### src/rtl/simon32_64_decrypt_if.sv
// Request/response bundle for the Simon 32/64 decryptor.
// The master side issues start and the operands, and the slave side returns the result.
interface simon32_64_decrypt_if;
  logic        start;
  logic [31:0] ciphertext;
  logic [63:0] keytext;
  logic [31:0] plaintext;
  logic        busy;
  logic        done;

  modport master (
    output start, ciphertext, keytext,
    input  plaintext, busy, done
  );

  modport slave (
    input  start, ciphertext, keytext,
    output plaintext, busy, done
  );
endinterface

### src/rtl/simon32_64_decrypt.sv
// Iterative Simon 32/64 decryptor. It runs the key schedule forward to k28..k31,
// then applies the inverse rounds while it walks the key window back down.
module simon32_64_decrypt (
  input  logic                 clk,
  input  logic                 rst_n,
  simon32_64_decrypt_if.slave  bus
);

  typedef enum logic [1:0] {IDLE, KEXP, DEC, DONE} state_t;

  localparam logic [15:0] c_const = 16'hFFFC;
  localparam logic [0:61] z0 = 62'b11111010001001010110000111001101111101000100101011000011100110;

  state_t             state, state_nxt;
  logic [15:0]        x, y;
  logic [3:0][15:0]   kw;
  logic [4:0]         cnt;
  logic [31:0]        pt_q;

  logic [15:0]        fwd_t, fwd_k;
  logic [15:0]        rev_t, rev_k, rev_low;
  logic [4:0]         rev_idx;
  logic [15:0]        round_y;

  function automatic logic [15:0] f(input logic [15:0] v);
    return ({v[14:0], v[15]} & {v[7:0], v[15:8]}) ^ {v[13:0], v[15:14]};
  endfunction

  function automatic logic [15:0] ror1(input logic [15:0] v);
    return {v[0], v[15:1]};
  endfunction

  function automatic logic [15:0] ror3(input logic [15:0] v);
    return {v[2:0], v[15:3]};
  endfunction

  // kw[0] is the oldest word of the window and kw[3] the newest (k[r] while decrypting).
  always_comb begin
    fwd_t   = ror3(kw[3]) ^ kw[1];
    fwd_k   = c_const ^ {15'b0, z0[{1'b0, cnt}]} ^ kw[0] ^ fwd_t ^ ror1(fwd_t);
    rev_idx = cnt - 5'd4;
    rev_t   = ror3(kw[2]) ^ kw[0];
    rev_k   = c_const ^ {15'b0, z0[{1'b0, rev_idx}]} ^ kw[3] ^ rev_t ^ ror1(rev_t);
    rev_low = (cnt >= 5'd4) ? rev_k : 16'h0;
    round_y = x ^ f(y) ^ kw[3];
  end

  always_comb begin
    state_nxt = state;
    case (state)
      IDLE: if (bus.start) state_nxt = KEXP;
      KEXP: if (cnt == 5'd27) state_nxt = DEC;
      DEC:  if (cnt == 5'd0) state_nxt = DONE;
      DONE: state_nxt = IDLE;
      default: state_nxt = IDLE;
    endcase
  end

  always_ff @(posedge clk or negedge rst_n) begin
    if (!rst_n) state <= IDLE;
    else        state <= state_nxt;
  end

  // The counter is shared: it counts up through the key expansion, then down over the rounds.
  always_ff @(posedge clk or negedge rst_n) begin
    if (!rst_n) begin
      x    <= 16'h0;
      y    <= 16'h0;
      kw   <= '0;
      cnt  <= 5'd0;
      pt_q <= 32'h0;
    end else begin
      case (state)
        IDLE: begin
          if (bus.start) begin
            x   <= bus.ciphertext[31:16];
            y   <= bus.ciphertext[15:0];
            kw  <= bus.keytext;
            cnt <= 5'd0;
          end
        end
        KEXP: begin
          kw  <= {fwd_k, kw[3:1]};
          cnt <= (cnt == 5'd27) ? 5'd31 : cnt + 5'd1;
        end
        DEC: begin
          x   <= y;
          y   <= round_y;
          kw  <= {kw[2:0], rev_low};
          cnt <= cnt - 5'd1;
          if (cnt == 5'd0) pt_q <= {y, round_y};
        end
        default: ;
      endcase
    end
  end

  assign bus.plaintext = pt_q;
  assign bus.busy      = (state == KEXP) || (state == DEC);
  assign bus.done      = (state == DONE);

endmodule

### src/flat_wrapper.sv
// flat-port wrapper written by rule: the top's interface ports become plain ports
module simon32_64_decrypt_flat 
  (clk, rst_n, bus_start, bus_ciphertext, bus_keytext, bus_plaintext, bus_busy, bus_done);
  simon32_64_decrypt_if bus_i ();
  input  logic clk;
  input  logic rst_n;
  input wire logic [$bits(bus_i.start)-1:0] bus_start;
  input wire logic [$bits(bus_i.ciphertext)-1:0] bus_ciphertext;
  input wire logic [$bits(bus_i.keytext)-1:0] bus_keytext;
  output wire logic [$bits(bus_i.plaintext)-1:0] bus_plaintext;
  output wire logic [$bits(bus_i.busy)-1:0] bus_busy;
  output wire logic [$bits(bus_i.done)-1:0] bus_done;
  assign bus_i.start = bus_start;
  assign bus_i.ciphertext = bus_ciphertext;
  assign bus_i.keytext = bus_keytext;
  assign bus_plaintext = bus_i.plaintext;
  assign bus_busy = bus_i.busy;
  assign bus_done = bus_i.done;
  simon32_64_decrypt u_core (.clk(clk), .rst_n(rst_n), .bus(bus_i));
endmodule
### config.mk
export PLATFORM = sky130hd
export DESIGN_NAME = simon32_64_decrypt_flat
export DESIGN_NICKNAME = d
export VERILOG_FILES = /design/src/rtl/simon32_64_decrypt_if.sv /design/src/rtl/simon32_64_decrypt.sv /design/src/flat_wrapper.sv
export SDC_FILE = /design/constraint.sdc
export NUM_CORES = 1
export LEC_CHECK = 0
export ABC_CLOCK_PERIOD_IN_PS = 1700
export CAP_MARGIN = 30
export CORE_MARGIN = 2
export CORE_UTILIZATION = 48
export DETAILED_ROUTE_END_ITERATION = 8
export PLACE_DENSITY_LB_ADDON = 0.25
export SKIP_LAST_GASP = 1
export SLEW_MARGIN = 10
export SYNTH_ARGS = -nofsm -noshare
export SYNTH_HDL_FRONTEND = slang
export SYNTH_SLANG_ARGS = --single-unit
### constraint.sdc
create_clock -name clk -period 1.7 [get_ports clk]
set_input_delay 0.34 -clock clk [delete_from_list [all_inputs] [get_ports clk]]
set_output_delay 0.34 -clock clk [all_outputs]
set_load 0.01 [all_outputs]
---- Yosys cells after proc, flatten, opt, wreduce, memory -nomap -nowiden ----
Memories as Yosys holds them, arrays and structs flattened.
Cells that the tools add are included.
word-level totals
  bits in registers ....................... 135
  memory bits (read-only) ................. 128
  input bits .............................. 99
  output and inout bits ................... 34
  logic and storage cells ................. 65
  memories kept ........................... 2
memory list
  name              depth  width  rd ports  clocked after Yosys merged registers in  write ports  RTL line                  RTL
  (name not given)  64     1      1         0                                        0            simon32_64_decrypt.sv:40  fwd_k = c_const ^ {15'b0, z0[{1'b0, cnt}]} ^ kw[0] ^ fwd_t ^ ror1(fwd_t);
  (name not given)  64     1      1         0                                        0            simon32_64_decrypt.sv:43  rev_k = c_const ^ {15'b0, z0[{1'b0, rev_idx}]} ^ kw[3] ^ rev_t ^ ror1(rev_t);
cells by class
  add/sub/neg operators ................... 3
  order comparisons ....................... 3
  equality and inequality tests ........... 7
  mux-type cells .......................... 18
  bitwise operators ....................... 14
  reductions and logical operators ........ 9
operators by type and width
  cell                   count
  $pmux W64 S3           1
  $xor A16 B16 Y16       11
  $mux W64               1
  $pmux W16 S2           2
  $mux W16               3
  $and A16 B16 Y16       1
  $pmux W5 S3            1
  $ge A7 B7 Y1 const B   2
  $not A5 Y7             2
  $mux W5                2
  $pmux W2 S4            1
  $mux W2                3
  $reduce_and A2 Y1      3
  $add A5 B1 Y5 const B  1
  $eq A5 B5 Y1 const B   1
  $ge A5 B3 Y1 const B   1
  $logic_not A5 Y1       1
  $sub A5 B1 Y5 const B  1
  $sub A5 B3 Y5 const B  1
  $eq A2 B2 Y1 const B   2
  $mux W1                4
  $ne A2 B1 Y1 const B   2
  $reduce_and A3 Y1      1
  $reduce_bool A3 Y1     1
  5 further kinds        5

---- Depth between registers and ports, before layout ----
  depth after elaboration ................. 10
  gate-level depth with buffers ........... 10
  mapped depth without buffers ............ 7

---- Least setup slack after synthesis ----
Ideal clock, no wire load.
  path type ............................... register to register
  start point ............................. reg u_core.state[0]
  end point ............................... reg u_core.kw[28] in the netlist's numbering
  setup time .............................. 118 ps
  data arrival time ....................... 1,734 ps
  required time ........................... 1,582 ps
  setup slack ............................. -152 ps
  stages on the path, launching flop included .. 8
  path buffers ............................ 3
  period minus slack after synthesis ...... 1,852 ps
  path through ............................ dfrtp_1 inv_1 ha_1 buf_4 clkbuf_1 clkbuf_1 a21oi_1 a21o_1
between the ends
  word-level cells in the longest chain between the ends .. 3
  elaborated cells on any way between the ends .. 7
  classes of those cells .................. eq/ne: 3; mux: 1; reduce/logical: 3
ends and longest elaborated chain
  element                                                       RTL line                  RTL
  start, declared                                               simon32_64_decrypt.sv:14  state_t state, state_nxt;
  start signal, assigned                                        simon32_64_decrypt.sv:61  else state <= state_nxt;
  $eq A2 B2 Y1, or another cell as far along                    simon32_64_decrypt.sv:73  case (state)
  $reduce_bool A3 Y1 (no line) or $ne A2 B2 Y1 (tied branches)  --
  $reduce_and A2 Y1 (no line)                                   --
  end signal, assigned                                          simon32_64_decrypt.sv:78  kw <= bus.keytext;
  end signal, assigned                                          simon32_64_decrypt.sv:83  kw <= {fwd_k, kw[3:1]};
  end signal, assigned                                          simon32_64_decrypt.sv:89  kw <= {kw[2:0], rev_low};
  end, declared                                                 simon32_64_decrypt.sv:16  logic [3:0][15:0] kw;
Several ways; a longest one is shown, not always the timed one.
A chain may end at the register's enable or synchronous reset.

---- Final worst setup path ----
  start point ............................. reg u_core.cnt[2]
  end point ............................... reg u_core.kw[0] in the netlist's numbering
between the ends
  word-level cells in the longest chain between the ends .. 10
  elaborated cells on any way between the ends .. 11
  classes of those cells .................. add/sub: 1; order compare: 1; mux: 4; bitwise: 4; memory: 1
ends and longest elaborated chain
  element                                     RTL line                  RTL
  start, declared                             simon32_64_decrypt.sv:17  logic [4:0] cnt;
  start signal, assigned                      simon32_64_decrypt.sv:84  cnt <= (cnt == 5'd27) ? 5'd31 : cnt + 5'd1;
  start signal, assigned                      simon32_64_decrypt.sv:90  cnt <= cnt - 5'd1;
  $sub A5 B3 Y5                               simon32_64_decrypt.sv:41  rev_idx = cnt - 5'd4;
  $not A5 Y7 (implied by the code)            simon32_64_decrypt.sv:43
  $mem_v2 Z64 W1                              --
  $mux W1 (implied by the code) (2 in a row)  simon32_64_decrypt.sv:43
  $xor A16 B16 Y16 (3 in a row)               simon32_64_decrypt.sv:43
  $mux W16 *                                  simon32_64_decrypt.sv:44  rev_low = (cnt >= 5'd4) ? rev_k : 16'h0;
  $pmux W64 S3 *                              simon32_64_decrypt.sv:73
Mark *: on every way between the ends. The rest lies on a longest branch, timed or not. The select of a mux whose other input is x is not followed.

==> metrics <==
Synth Area in Adders=0.0194; Global Route Usage Sum=0.263; die height=between 100 and 150 um; Port Buffers=roughly 130; via/cell ratio=between 5 and 6; Total Wirelength=roughly 26 mm; DIE WIDTH=between 100 and 150 um; TritonCTS Sinks=between 100 and 150; sequential share of the synthesized area=0.404; crit-path cells=inv_2 -> ha_4 -> mux2i_1 -> mux4_2 -> xnor2_2 -> a21oi_2; Root Buffer=clkbuf_16; Final Cell Area=11500 um2; DRC errors left=0; Final Slew Violations=0; row count=between 40 and 50; Setup WS post-layout=-0.0453 ns; unique cell type count in the Yosys netlist=44; Worst-Skew Late Latency=between 0.4 and 0.5 ns; Compound-Gate Fraction of Synth Area=0.237; Synth Register Bits=135; hold slack=roughly 0.39 ns; mean post-synth cell area=roughly 9 um2; H-tree levels=4; final setup violation count=22; Antenna Cells=0; Overflow after GRT=0; critical path's largest stage delay=between 0.5 and 0.6 ns; layout cells sized above 1=0.174; num ports=roughly 130; Worst Skew=0.00791 ns; Starting Density=0.487; FFs w/ async S/R, synth=1.00; synth warn=0; dpl hpwl=between 15 and 20 mm; Slew @ Worst Pin=0.384 ns; Top FF cell, synth=dfrtp_1; Post-synth EDFFs=0; Final Cycle Share=1.03; largest family of logic cells by synthesized area=compound AO/OA/AOI/OAI gates; final core occ=0.671; Synth Net Count=roughly 1000; clk buf depth=2; Initial DRC Count=about 690; Reg clk slew, reported paths=about 0.060 ns; total number of vias=approximately 7500; die area=18500 um2; failing checks=setup timing; WL/cell=approximately 20 um; Worst setup SP type=flop; wire length of the first global-routing pass=between 30 and 40 mm; simple-gate share of the synthesized area=0.0812; xor/xnor share of the synthesized area=0.159; slowest CP cell=mux4_2; Area after DPL=between 10000 and 15000 um2; unrepaired setup endpoints after global routing=true; Pre-Repair DR Iteration Count=5; largest net degree at the start of global routing=52; crit path from=u_core.cnt[2]; Post-Place Worst Slack=-0.166 ns; status=finished with violations; Max-Cap Viols=0; Worst slew margin=0.744; crit path DAT=around 2.1 ns; TritonCTS Buffers=17; reg2reg start=u_core.cnt[2]; Mapped Area=approximately 8400 um2; multiplexer area fraction after synthesis=0.0485; GPL Wtd Cong=0.876; vias in the first global route=roughly 7100; Fin. Hold Viols=0; initial antenna violation count=0; Post-layout nets=~1200; ANT nets after route=0; worst hold path type=in2async; area grow syn2layout=37.9%; post-route minimum period=roughly 1.7 ns; critical path peak fanout=5; Setup CP Type=reg2reg; critical path required time=a little over 2 ns; CTS tree=done; Core Region=approximately 17000 um2; endpoint class of the critical path=flop; highest clock rate=0.573 GHz; Syn Inst Count=915
[cell usage in the layout (no fill, tap or decap), types with 31 or more instances in the layout]
cell             synthesis  routed
a21o_1                  50      50
a21oi_1                114     111
xor2_1                  33      32
nand2_1                141     141
xnor2_1                113     111
dfrtp_1                135     133
o21ai_0                 71      57
buf_4                    5      54
a22oi_1                 33      31
clkdlybuf4s50_1          0     126
[cells by family after synthesis]
group,Yosys count
AO/OA/AOI/OAI,318
XOR/XNOR,149
adder cells (fa/ha/maj),13
buffers and inverters,89
multiplexers,36
AND/OR/NAND/NOR,175
flip-flops,135
[worst max-delay path: cells and delay by family (launching register included)]
family,cells,cell delay (ns)
AOI/OAI and AO/OA,1,0.12
adders and majority gates,1,0.30
muxes,2,0.59
DFF,1,0.43
buffers and inverters,1,0.08
xor gates and xnor gates,1,0.16
[registers in the layout, indices dropped and copies added, names as in the netlist]
name                  cells
u_core.kw                64
u_core.bus.plaintext     32
u_core.x                 16
u_core.y                 16
u_core.cnt                5
u_core.state              2
[metrics by stage]
| step | cells | setup TNS [ns] |
|---|---|---|
| CTS | 1297 | -0.247 |
| floorplan | 915 | 0 |
| finish | 1313 | -0.344 |
| global route | 1313 | -2.62 |
| global placement | 1265 | -7.31 |
| detailed placement | 1265 | -9.46 |
[worst paths after layout]
kind                                                 end  slack [ns]  depth (start not counted)
min in group clk                 u_core.bus.plaintext[1]        0.49                          2
worst min-delay path            u_core.bus.plaintext[30]        0.39                          2
worst min register to register   u_core.bus.plaintext[1]        0.49                          2
max in group asynchronous                  u_core.kw[39]        0.77                          3
worst max register to register              u_core.kw[0]       -0.05                          6
worst max-delay path                        u_core.kw[0]       -0.05                          6
[cells in the mapped netlist, drive strengths merged, types with 2 or more instances]
cell	n	share of area
nand2	141	0.063
dfrtp	135	0.40
a21oi	116	0.072
xnor2	114	0.12
o21ai	75	0.045
a21o	50	0.045
buf	41	0.027
clkbuf	36	0.018
xor2	34	0.037
a22oi	33	0.030
nor2	23	0.010
a211oi	18	0.016
mux2i	18	0.022
mux2	16	0.022
o211a	15	0.018
ha	13	0.019
inv	12	0.0054
nand3	3	0.0018
a221oi	2	0.0021
a31oi	2	0.0015
and2	2	0.0015
mux4	2	0.0054
nand2b	2	0.0015
o31ai	2	0.0024
[area by class of cell]
| type | instances | area (um2) |
|---|---|---|
| tap | 225 | 282 |
| timing repair buffer | 221 | 2430 |
| multi-input combinational | 691 | 4770 |
| sequential | 135 | 3380 |
| inverter | 12 | 50.0 |
| clock inverter | 11 | 178 |
| clock buffer | 18 | 439 |
| fill | 1381 | 5650 |
[layer usage]
layer  GRT usage  share of wire  vias up
met5           0              0        -
met4      0.0677          0.022        0
met3      0.0425          0.059       52
met2       0.423           0.48      318
met1       0.372           0.44     3693
li1            -              -     3482
[what timing repair did]
action / CTS / global route
cloned: 0 / 9
hold buffers: 1 / 0
setup endpoints to repair: 70 / 87
pin swaps: 5 / 38
endpoints found under the hold margin: 33 / 0
resized for setup: 11 / 50
setup buffers: 2 / 8
Power is left out: the tool's default activity adds up to more than one toggle a clock period on the data nets, which glitch-free logic cannot reach.
